**config.mk**
```make
export PLATFORM = sky130hd
export DESIGN_NAME = gb_host_bridge
export DESIGN_NICKNAME = d
export VERILOG_FILES = /design/src/rtl/gb_host_bridge.sv
export SDC_FILE = /design/constraint.sdc
export NUM_CORES = 1
export LEC_CHECK = 0
export BUFFER_PORTS_ARGS = -buffer_cell sky130_fd_sc_hd__buf_4
export CAP_MARGIN = 25
export CORE_MARGIN = 2
export CORE_UTILIZATION = 25
export CTS_CLUSTER_SIZE = 25
export DETAILED_ROUTE_END_ITERATION = 12
export SYNTH_ARGS = -nofsm -noshare
export SYNTH_HDL_FRONTEND = slang
export SYNTH_SLANG_ARGS = --single-unit
```
**constraint.sdc**
```tcl
create_clock -name gb_clk -period 4.16 [get_ports gb_clk]
set_clock_uncertainty 0.2 [all_clocks]
set_input_delay 0.208 -clock gb_clk [delete_from_list [all_inputs] [get_ports gb_clk]]
set_output_delay 0.208 -clock gb_clk [all_outputs]
set_load 0.01 [all_outputs]
```
**src/rtl/gb_host_bridge.sv**
```systemverilog
// Host command stream to ghostbus master with command FIFO and read latency.
// Optional burst auto-increment via `define GB_HOST_AUTOINC_EN (adds cmd_len).
module gb_host_bridge #(
  parameter int AW         = 24,
  parameter int DW         = 32,
  parameter int FIFO_AW    = 2,
  parameter int RD_LATENCY = 1
) (
  input  logic          gb_clk,
  input  logic          gb_rst,
  input  logic          cmd_valid,
  output logic          cmd_ready,
  input  logic          cmd_write,
  input  logic [AW-1:0] cmd_addr,
  input  logic [DW-1:0] cmd_wdata,
`ifdef GB_HOST_AUTOINC_EN
  input  logic [7:0]    cmd_len,
`endif
  output logic          rsp_valid,
  input  logic          rsp_ready,
  output logic [DW-1:0] rsp_rdata,
  output logic          busy,
  output logic [AW-1:0] gb_addr,
  output logic [DW-1:0] gb_wdata,
  output logic          gb_wen,
  output logic          gb_rstb,
  input  logic [DW-1:0] gb_rdata
);

  localparam int DEPTH = 1 << FIFO_AW;
  localparam logic [FIFO_AW:0] FULL_C = (FIFO_AW+1)'(DEPTH);
  localparam logic [FIFO_AW-1:0] P_ONE = FIFO_AW'(1);
  localparam logic [FIFO_AW:0] C_ONE = (FIFO_AW+1)'(1);
  localparam logic [AW-1:0] A_ONE = AW'(1);
  localparam logic [3:0] LAT_INIT = 4'(RD_LATENCY - 1);

  typedef struct packed {
    logic          wr;
    logic [7:0]    len;
    logic [AW-1:0] addr;
    logic [DW-1:0] data;
  } entry_t;

  typedef enum logic [2:0] {
    S_IDLE  = 3'd0,
    S_WRITE = 3'd1,
    S_RSTB  = 3'd2,
    S_RWAIT = 3'd3,
    S_RESP  = 3'd4
  } state_t;

  entry_t mem_q [DEPTH];
  entry_t in_e;
  entry_t head;

  logic [FIFO_AW-1:0] wr_ptr_q, wr_ptr_d;
  logic [FIFO_AW-1:0] rd_ptr_q, rd_ptr_d;
  logic [FIFO_AW:0]   cnt_q, cnt_d;

  state_t        state_q;
  logic [AW-1:0] addr_q;
  logic [DW-1:0] wdata_q;
  logic          wen_q;
  logic          rstb_q;
  logic [3:0]    lat_q;
  logic [7:0]    beats_q;
  logic          rsp_valid_q;
  logic [DW-1:0] rsp_rdata_q;

  logic full;
  logic empty;
  logic push;
  logic pop;

  assign full  = (cnt_q == FULL_C);
  assign empty = (cnt_q == '0);
  assign push  = cmd_valid & ~full;
  assign head  = mem_q[rd_ptr_q];

  // Pack the incoming command into one FIFO entry.
  always_comb begin
    in_e.wr   = cmd_write;
`ifdef GB_HOST_AUTOINC_EN
    in_e.len  = cmd_len;
`else
    in_e.len  = 8'd0;
`endif
    in_e.addr = cmd_addr;
    in_e.data = cmd_wdata;
  end

  // Head is consumed only when the bus is free for a new command.
  always_comb begin
    pop = 1'b0;
    unique case (state_q)
      S_IDLE:  pop = ~empty;
      S_WRITE: pop = ~empty & (beats_q == 8'd0);
      default: pop = 1'b0;
    endcase
  end

  // FIFO pointer and occupancy next-state.
  always_comb begin
    wr_ptr_d = wr_ptr_q;
    rd_ptr_d = rd_ptr_q;
    cnt_d    = cnt_q;
    if (push) wr_ptr_d = wr_ptr_q + P_ONE;
    if (pop)  rd_ptr_d = rd_ptr_q + P_ONE;
    unique case ({push, pop})
      2'b10:   cnt_d = cnt_q + C_ONE;
      2'b01:   cnt_d = cnt_q - C_ONE;
      default: cnt_d = cnt_q;
    endcase
  end

  // FIFO storage; contents need no reset since occupancy guards them.
  always_ff @(posedge gb_clk) begin
    if (push) mem_q[wr_ptr_q] <= in_e;
  end

  // FIFO pointer registers.
  always_ff @(posedge gb_clk) begin
    if (gb_rst) begin
      wr_ptr_q <= '0;
      rd_ptr_q <= '0;
      cnt_q    <= '0;
    end else begin
      wr_ptr_q <= wr_ptr_d;
      rd_ptr_q <= rd_ptr_d;
      cnt_q    <= cnt_d;
    end
  end

  // Bus sequencer with registered bus and response outputs.
  always_ff @(posedge gb_clk) begin
    if (gb_rst) begin
      state_q     <= S_IDLE;
      addr_q      <= '0;
      wdata_q     <= '0;
      wen_q       <= 1'b0;
      rstb_q      <= 1'b0;
      lat_q       <= '0;
      beats_q     <= '0;
      rsp_valid_q <= 1'b0;
      rsp_rdata_q <= '0;
    end else begin
      unique case (state_q)
        S_IDLE: ;
        S_WRITE: begin
          if (beats_q != 8'd0) begin
            addr_q  <= addr_q + A_ONE;
            beats_q <= beats_q - 8'd1;
          end else if (empty) begin
            wen_q   <= 1'b0;
            state_q <= S_IDLE;
          end
        end
        S_RSTB: begin
          rstb_q  <= 1'b0;
          lat_q   <= LAT_INIT;
          state_q <= S_RWAIT;
        end
        S_RWAIT: begin
          if (lat_q == 4'd0) begin
            rsp_rdata_q <= gb_rdata;
            rsp_valid_q <= 1'b1;
            state_q     <= S_RESP;
          end else begin
            lat_q <= lat_q - 4'd1;
          end
        end
        S_RESP: begin
          if (rsp_ready) begin
            rsp_valid_q <= 1'b0;
            if (beats_q != 8'd0) begin
              addr_q  <= addr_q + A_ONE;
              beats_q <= beats_q - 8'd1;
              rstb_q  <= 1'b1;
              state_q <= S_RSTB;
            end else begin
              state_q <= S_IDLE;
            end
          end
        end
        default: begin
          wen_q   <= 1'b0;
          rstb_q  <= 1'b0;
          state_q <= S_IDLE;
        end
      endcase
      if (pop) begin
        addr_q  <= head.addr;
        beats_q <= head.len;
        if (head.wr) begin
          wdata_q <= head.data;
          wen_q   <= 1'b1;
          rstb_q  <= 1'b0;
          state_q <= S_WRITE;
        end else begin
          wen_q   <= 1'b0;
          rstb_q  <= 1'b1;
          state_q <= S_RSTB;
        end
      end
    end
  end

  assign cmd_ready = ~full;
  assign busy      = ~empty | (state_q != S_IDLE);
  assign gb_addr   = addr_q;
  assign gb_wdata  = wdata_q;
  assign gb_wen    = wen_q;
  assign gb_rstb   = rstb_q;
  assign rsp_valid = rsp_valid_q;
  assign rsp_rdata = rsp_rdata_q;

endmodule

```
# [Word-level counts from Yosys, hierarchy flattened]
# Memories as Yosys holds them, arrays and structs flattened. A register that Yosys moved wholly into a read port is not among the register bits.
# Index checks and enable logic that the tools add are counted.
[word_totals] wordCells=100 ff_bits=113 ram_bits=228 mem_count=1 out_inout_bits=93
[mem_list] memory="mem_q" depth=4 word_bits=57 read_ports=1 rd_ports_with_merged_regs=1 wr=1 line_no="52" text="entry_t mem_q [DEPTH];"
[classes] n_eq_ne=18 reduce_logical=20 n_mux=37 n_addsub=7 n_bitwise=5
[ops] op="24-bit two-way mux" count=3
[ops] op="24-bit one-hot mux with 2 select lines" count=1
[ops] op="24-bit by 1-bit adder with 24-bit output, second input constant" count=1
[ops] op="8-bit two-way mux" count=3
[ops] op="8-bit one-hot mux with 2 select lines" count=1
[ops] op="3-bit two-way mux" count=5
[ops] op="3-bit inequality test, second input constant" count=5
[ops] op="3-bit one-hot mux with 5 select lines" count=1
[ops] op="1-bit two-way mux" count=12
[ops] op="3-bit AND reduction" count=3
[ops] op="8-bit logical NOT" count=1
[ops] op="2-bit two-way mux" count=4
[ops] op="2-bit inequality test, second input constant" count=4
[ops] op="1-bit one-hot mux with 2 select lines" count=4
[ops] op="4-bit one-hot mux with 2 select lines" count=1
[ops] op="2-bit AND reduction" count=4
[ops] op="8-bit nonzero test" count=1
[ops] op="8-bit by 1-bit subtractor with 8-bit output, second input constant" count=1
[ops] op="3-bit by 2-bit == test with 1-bit output, second input constant" count=2
[ops] op="3-bit == test, second input constant" count=2
[ops] op="3-bit logical NOT" count=2
[ops] op="3-bit one-hot mux with 2 select lines" count=1
[ops] op="2-bit nonzero test" count=3
[ops] op="3-bit nonzero test" count=2
[ops] op="16 further kinds" count=20

# [Depth between registers and ports, before layout]
[depth] depth_word=6 mapped_depth=13 mapped_depth_nobuf=12

# [Worst setup path after synthesis]
# No wires, ideal clock.
[synth_path] path_type="register to register" from="reg beats_q[2]" to="reg cnt_q[2]" stages_incl_launch_ff=14 arrival_ps=2770 setup_slack_ps=1119 required_time_ps=3890 period_less_slack_ps=3041 cell_sequence="dfxtp_1 buf_6 or4_1 buf_2 o21ai_4 nand2_4 inv_2 buf_6 ha_1 inv_1 fa_1 xor2_1 or3_1 a21oi_1"
[synth_between] elab_chain_len=5 elab_cells_between_ends=7
[synth_rtl] item="start, declared" line_no="66" text="logic [7:0] beats_q;"
[synth_rtl] item="start signal, assigned" line_no="152" text="beats_q <= beats_q - 8'd1;"
[synth_rtl] item="start signal, assigned" line_no="177" text="beats_q <= beats_q - 8'd1;"
[synth_rtl] item="start signal, assigned" line_no="193" text="beats_q <= head.len;"
[synth_rtl] item="8-bit logical NOT (*)" line_no="97" text="S_WRITE: pop = ~empty & (beats_q == 8'd0);"
[synth_rtl] item="1-bit AND (*)" line_no="97"
[synth_rtl] item="1-bit one-hot mux with 2 select lines (*)" line_no="95" text="unique case (state_q)"
[synth_rtl] item="2-bit by 1-bit == test with 1-bit output / 2-bit == test (equally long branches)" line_no="109" text="unique case ({push, pop})"
[synth_rtl] item="3-bit one-hot mux with 2 select lines / 2-bit nonzero test (equally long branches)"
[synth_rtl] item="end signal, assigned" line_no="130" text="cnt_q <= cnt_d;"
[synth_rtl] item="end, declared" line_no="58" text="logic [FIFO_AW:0] cnt_q, cnt_d;"
# Every way passes the cells marked *; elsewhere a longest branch is shown, timed or not.
# A chain may end at the register's enable or synchronous reset.

# [Worst setup path after layout]
[layout_path] from="reg beats_q[0]" to="reg cnt_q[2]"
# Same word-level chain as after synthesis.

==> impl_results.md <==
* Status: completed
* Starting Density at 25.18%
* Worst path max stage delay at 0.51 ns
* Clock Latency Late Sink at 0.57 ns
* Leak Pwr at 6.188 nW
* Relative slew slack at 38.42%
* YS warnings at 0
* Setup TNS at 0 ns
* Area share of the largest cell type after synthesis at 50.73%
* Hold path cells at 2
* First-pass GRT wire length at 51890 um
* EDFF count, synth at 228
* Fmax at 292.8 MHz
* Combinational Power Share at 27.1%
* Hold Path Class: input pin to register
* Main flop type after synthesis: edfxtp_1
* Synth area leaders: edfxtp_1 (51%), dfxtp_1 (17%), mux4_2 (9.5%)
* Core Area at 53600 um2
* Period utilisation layout at 82.10%
* Netlist cell types at 61
* NetSw at 3.463 mW
* Top-level port count at 186
* Max Slew Vio Count at 0
* Max Buffers Root-to-Sink at 3
* DR WL/cell at 16.85 um
* Die width at 236.3 um
* Critical path data required time at 4.44 ns
* Worst Max-Slew Pin Slew at 0.9236 ns
* CP arrival at 3.69 ns
* Vias in the first global route at 9166
* Reg power frac at 41.1%
* Sw frac at 31.49%
* Sink Count at 343
* Max rail drop VDD at 361.6 uV
* Port bufs at 185
* R2r startpoint: beats_q[0]$_SDFFE_PP0P_
* Syn nets at 1076
* Power per cell area at 615.1 nW/um2
* RePlAce Congestion at 0.7885
* Fillers at 5181
* Sequential share of the synthesized area at 67.79%
* Placed cell count at 1809
* GRT Overall Usage at 11.93%
* Synth top cells by count: edfxtp_1 (228), nand2_1 (148), dfxtp_1 (115), a21oi_1 (108), mux4_2 (57)
* Area leader, netlist: edfxtp_1
* Total Power at 10.99 mW
* Grt total ovfl at 0
* 1st-pass router iterations at 5
* Fraction of layout instances using a drive strength above 1 at 26.57%
* WL final at 33280 um
* RSZ-0062 raised after global routing: false
* Largest net degree at the start of global routing at 77
* Min Hold Slack at 0.06534 ns
* Tmin final at 3.416 ns
* Die Y at 236.3 um
* Worst-path maximum fanout at 20
* Setup violations, final at 0
* Nets@finish at 1348
* Reg-to-reg endpoint: cnt_q[2]$_SDFFE_PP0P_
* Area post-placement at 15640 um2
* Crit-path cells: inv_1 -> ha_1 -> or3b_2 -> o21ai_4 -> nand2_4 -> inv_2 -> ha_1 -> inv_1 -> fa_1 -> xor2_1 -> or3_1 -> a21oi_1
* Hold Crit Start: gb_rst
* H-tree depth at 2
* Max cap viols at 0
* Final hold viol count at 0
* Final ANT Viol Nets at 0
* Mapped Cells at 973
* Num CTS Buffers at 39
* Startpoint type of the worst setup path: register
* Mapped Area at 13500 um2
* Internal power at 7.532 mW
* Root buffer cell: clkbuf_16
* Initial DRC count at 595
* CP Class: register to register
* Worst hold endpoint: cnt_q[0]$_SDFFE_PP0P_
* CTS tree: built
* Clock share of power at 31.8%
* Final instance area at 17870 um2
* Layout area overhead at 32.44%
* Worst-path clk slew at 0.07 ns
* DP HPWL at 20250 um
* Syn avg cell area at 13.87 um2
* Vias/cell at 4.527
* Count leader, synth: edfxtp_1
* FFs w/ async S/R, synth at 0%
* Row count at 85
* Die area at 55860 um2
* Slowest stage cell, crit path: or3b_2
* Type of destination of the critical path: register
* Vias at 8941
* Post-CTS Resized at 0
* Finished Layout Cells at 1975
* FF+latch count, synth at 343
* Worst r2r path cells at 12
* Drt drc at 0
* Initial antenna violation count at 4
* Flop2flop setup slack at 0.74 ns
==> cell families (layout without fill, tap and decap cells) <==
family / after synthesis / after routing / share of synthesized area (%)
xor+xnor: 12 / 12 / 0.7788
flops: 343 / 343 / 67.79
compound gates: 194 / 194 / 8.771
buf+inv: 87 / 390 / 2.893
fa+ha+maj: 10 / 10 / 0.9828
other cells: 0 / 3 / 0
mux: 58 / 58 / 9.596
simple gates: 269 / 269 / 9.188
==> placed cells by master, fill, tap and decap left out, types with 4 or more instances in the layout <==
| cell | count |
|---|---|
| or2_2 | 4 |
| clkinv_1 | 9 |
| edfxtp_1 | 228 |
| xor2_1 | 6 |
| dlygate4sd3_1 | 91 |
| a2111oi_0 | 4 |
| a21boi_0 | 4 |
| a21oi_1 | 108 |
| nand2b_1 | 5 |
| o31a_1 | 6 |
| nor3_1 | 7 |
| and3_1 | 14 |
| inv_1 | 24 |
| a211oi_1 | 8 |
| nor2_1 | 29 |
| mux4_2 | 57 |
| clkinv_2 | 5 |
| dfxtp_1 | 113 |
| clkbuf_16 | 39 |
| o21ai_0 | 24 |
| buf_4 | 199 |
| nand4_1 | 8 |
| nand3_1 | 20 |
| clkbuf_1 | 6 |
| or3_1 | 4 |
| xnor2_1 | 6 |
| nand2_1 | 148 |
| bufinv_16 | 5 |
| ha_1 | 9 |
| o32ai_1 | 8 |
| and3_2 | 4 |
| nor4_1 | 5 |
| inv_6 | 4 |
==> critical path: cells and delay by family (launching register included) <==
kind	cells	cell delay, ns
XOR/XNOR	1	0.18
flip-flops	1	0.34
AND/OR/NAND/NOR	3	0.97
AO/OA/AOI/OAI	2	0.33
buffers and inverters	3	0.49
adder cells (fa/ha/maj)	3	0.82
==> power groups by stage <==
| stage | Combinational [mW] | Sequential (mW) | Clock (mW) |
|---|---|---|---|
| 5_1_grt | 3.27 | 4.58 | 3.75 |
| 3_5_place_dp | 2.95 | 4.59 | 0 |
| 2_1_floorplan | 1.92 | 4.52 | 0 |
| 6_report | 2.98 | 4.52 | 3.50 |
| 3_3_place_gp | 2.92 | 4.56 | 0 |
| 4_1_cts | 3.03 | 4.52 | 3.61 |
==> through the flow <==
stage / setup slack, ns / utilization, %
4_1_cts: 0.7641 / 33.33
2_1_floorplan: 1.119 / -
3_5_place_dp: 0.7877 / 29.18
3_3_place_gp: 0.8582 / 29.18
6_report: 0.7445 / 33.35
5_1_grt: 0.5350 / 33.34
==> repair_timing <==
action | in CTS | in global routing
setup buffers | 0 | 0
endpoints found under the hold margin | 265 | 0
hold buffers | 91 | 0
==> how the worst max path moves through the flow <==
stage                            end  slack, ns  depth (start not counted)               startpoint
4_1_cts        cnt_q[2]$_SDFFE_PP0P_       0.76                         12  beats_q[0]$_SDFFE_PP0P_
5_1_grt        cnt_q[2]$_SDFFE_PP0P_       0.54                         12  beats_q[0]$_SDFFE_PP0P_
3_5_place_dp   cnt_q[2]$_SDFFE_PP0P_       0.79                         12  beats_q[0]$_SDFFE_PP0P_
2_1_floorplan  cnt_q[2]$_SDFFE_PP0P_       1.12                         13  beats_q[2]$_SDFFE_PP0P_
6_report       cnt_q[2]$_SDFFE_PP0P_       0.74                         12  beats_q[0]$_SDFFE_PP0P_
3_3_place_gp   cnt_q[2]$_SDFFE_PP0P_       0.86                         10  beats_q[2]$_SDFFE_PP0P_
==> metal layers <==
| layer | global-route usage, % | vias to the layer above | part of all wire (%) |
|---|---|---|---|
| li1 | - | 4222 | - |
| met1 | 14.76 | 4435 | 43 |
| met2 | 20.15 | 228 | 49 |
| met3 | 2.598 | 54 | 5.2 |
| met4 | 4.929 | 2 | 2.8 |
| met5 | 0 | - | 0.033 |
==> sequential cells by signal, summed over array words and instances, names as in the netlist, named ones only <==
signal / cells
rsp_valid: 1
gb_addr: 24
mem_q: 228
cnt_q: 3
rd_ptr_q: 2
gb_wdata: 32
wr_ptr_q: 2
lat_q: 4
rsp_rdata: 32
gb_wen: 1
state_q: 3
beats_q: 8
gb_rstb: 1
==> area by class of cell <==
type	instances	area [um2]	area share [%]
Clock buffer	46	1012	5.663
Multi-Input combinational cell	543	3969	22.21
Sequential cell	343	9154	51.21
Antenna cell	3	7.507	0.04200
Tap cell	696	870.8	4.872
Timing Repair Buffer	293	2465	13.79
Inverter	25	93.84	0.5250
Clock inverter	26	301.5	1.687
(Power assumes the default switching activity.)
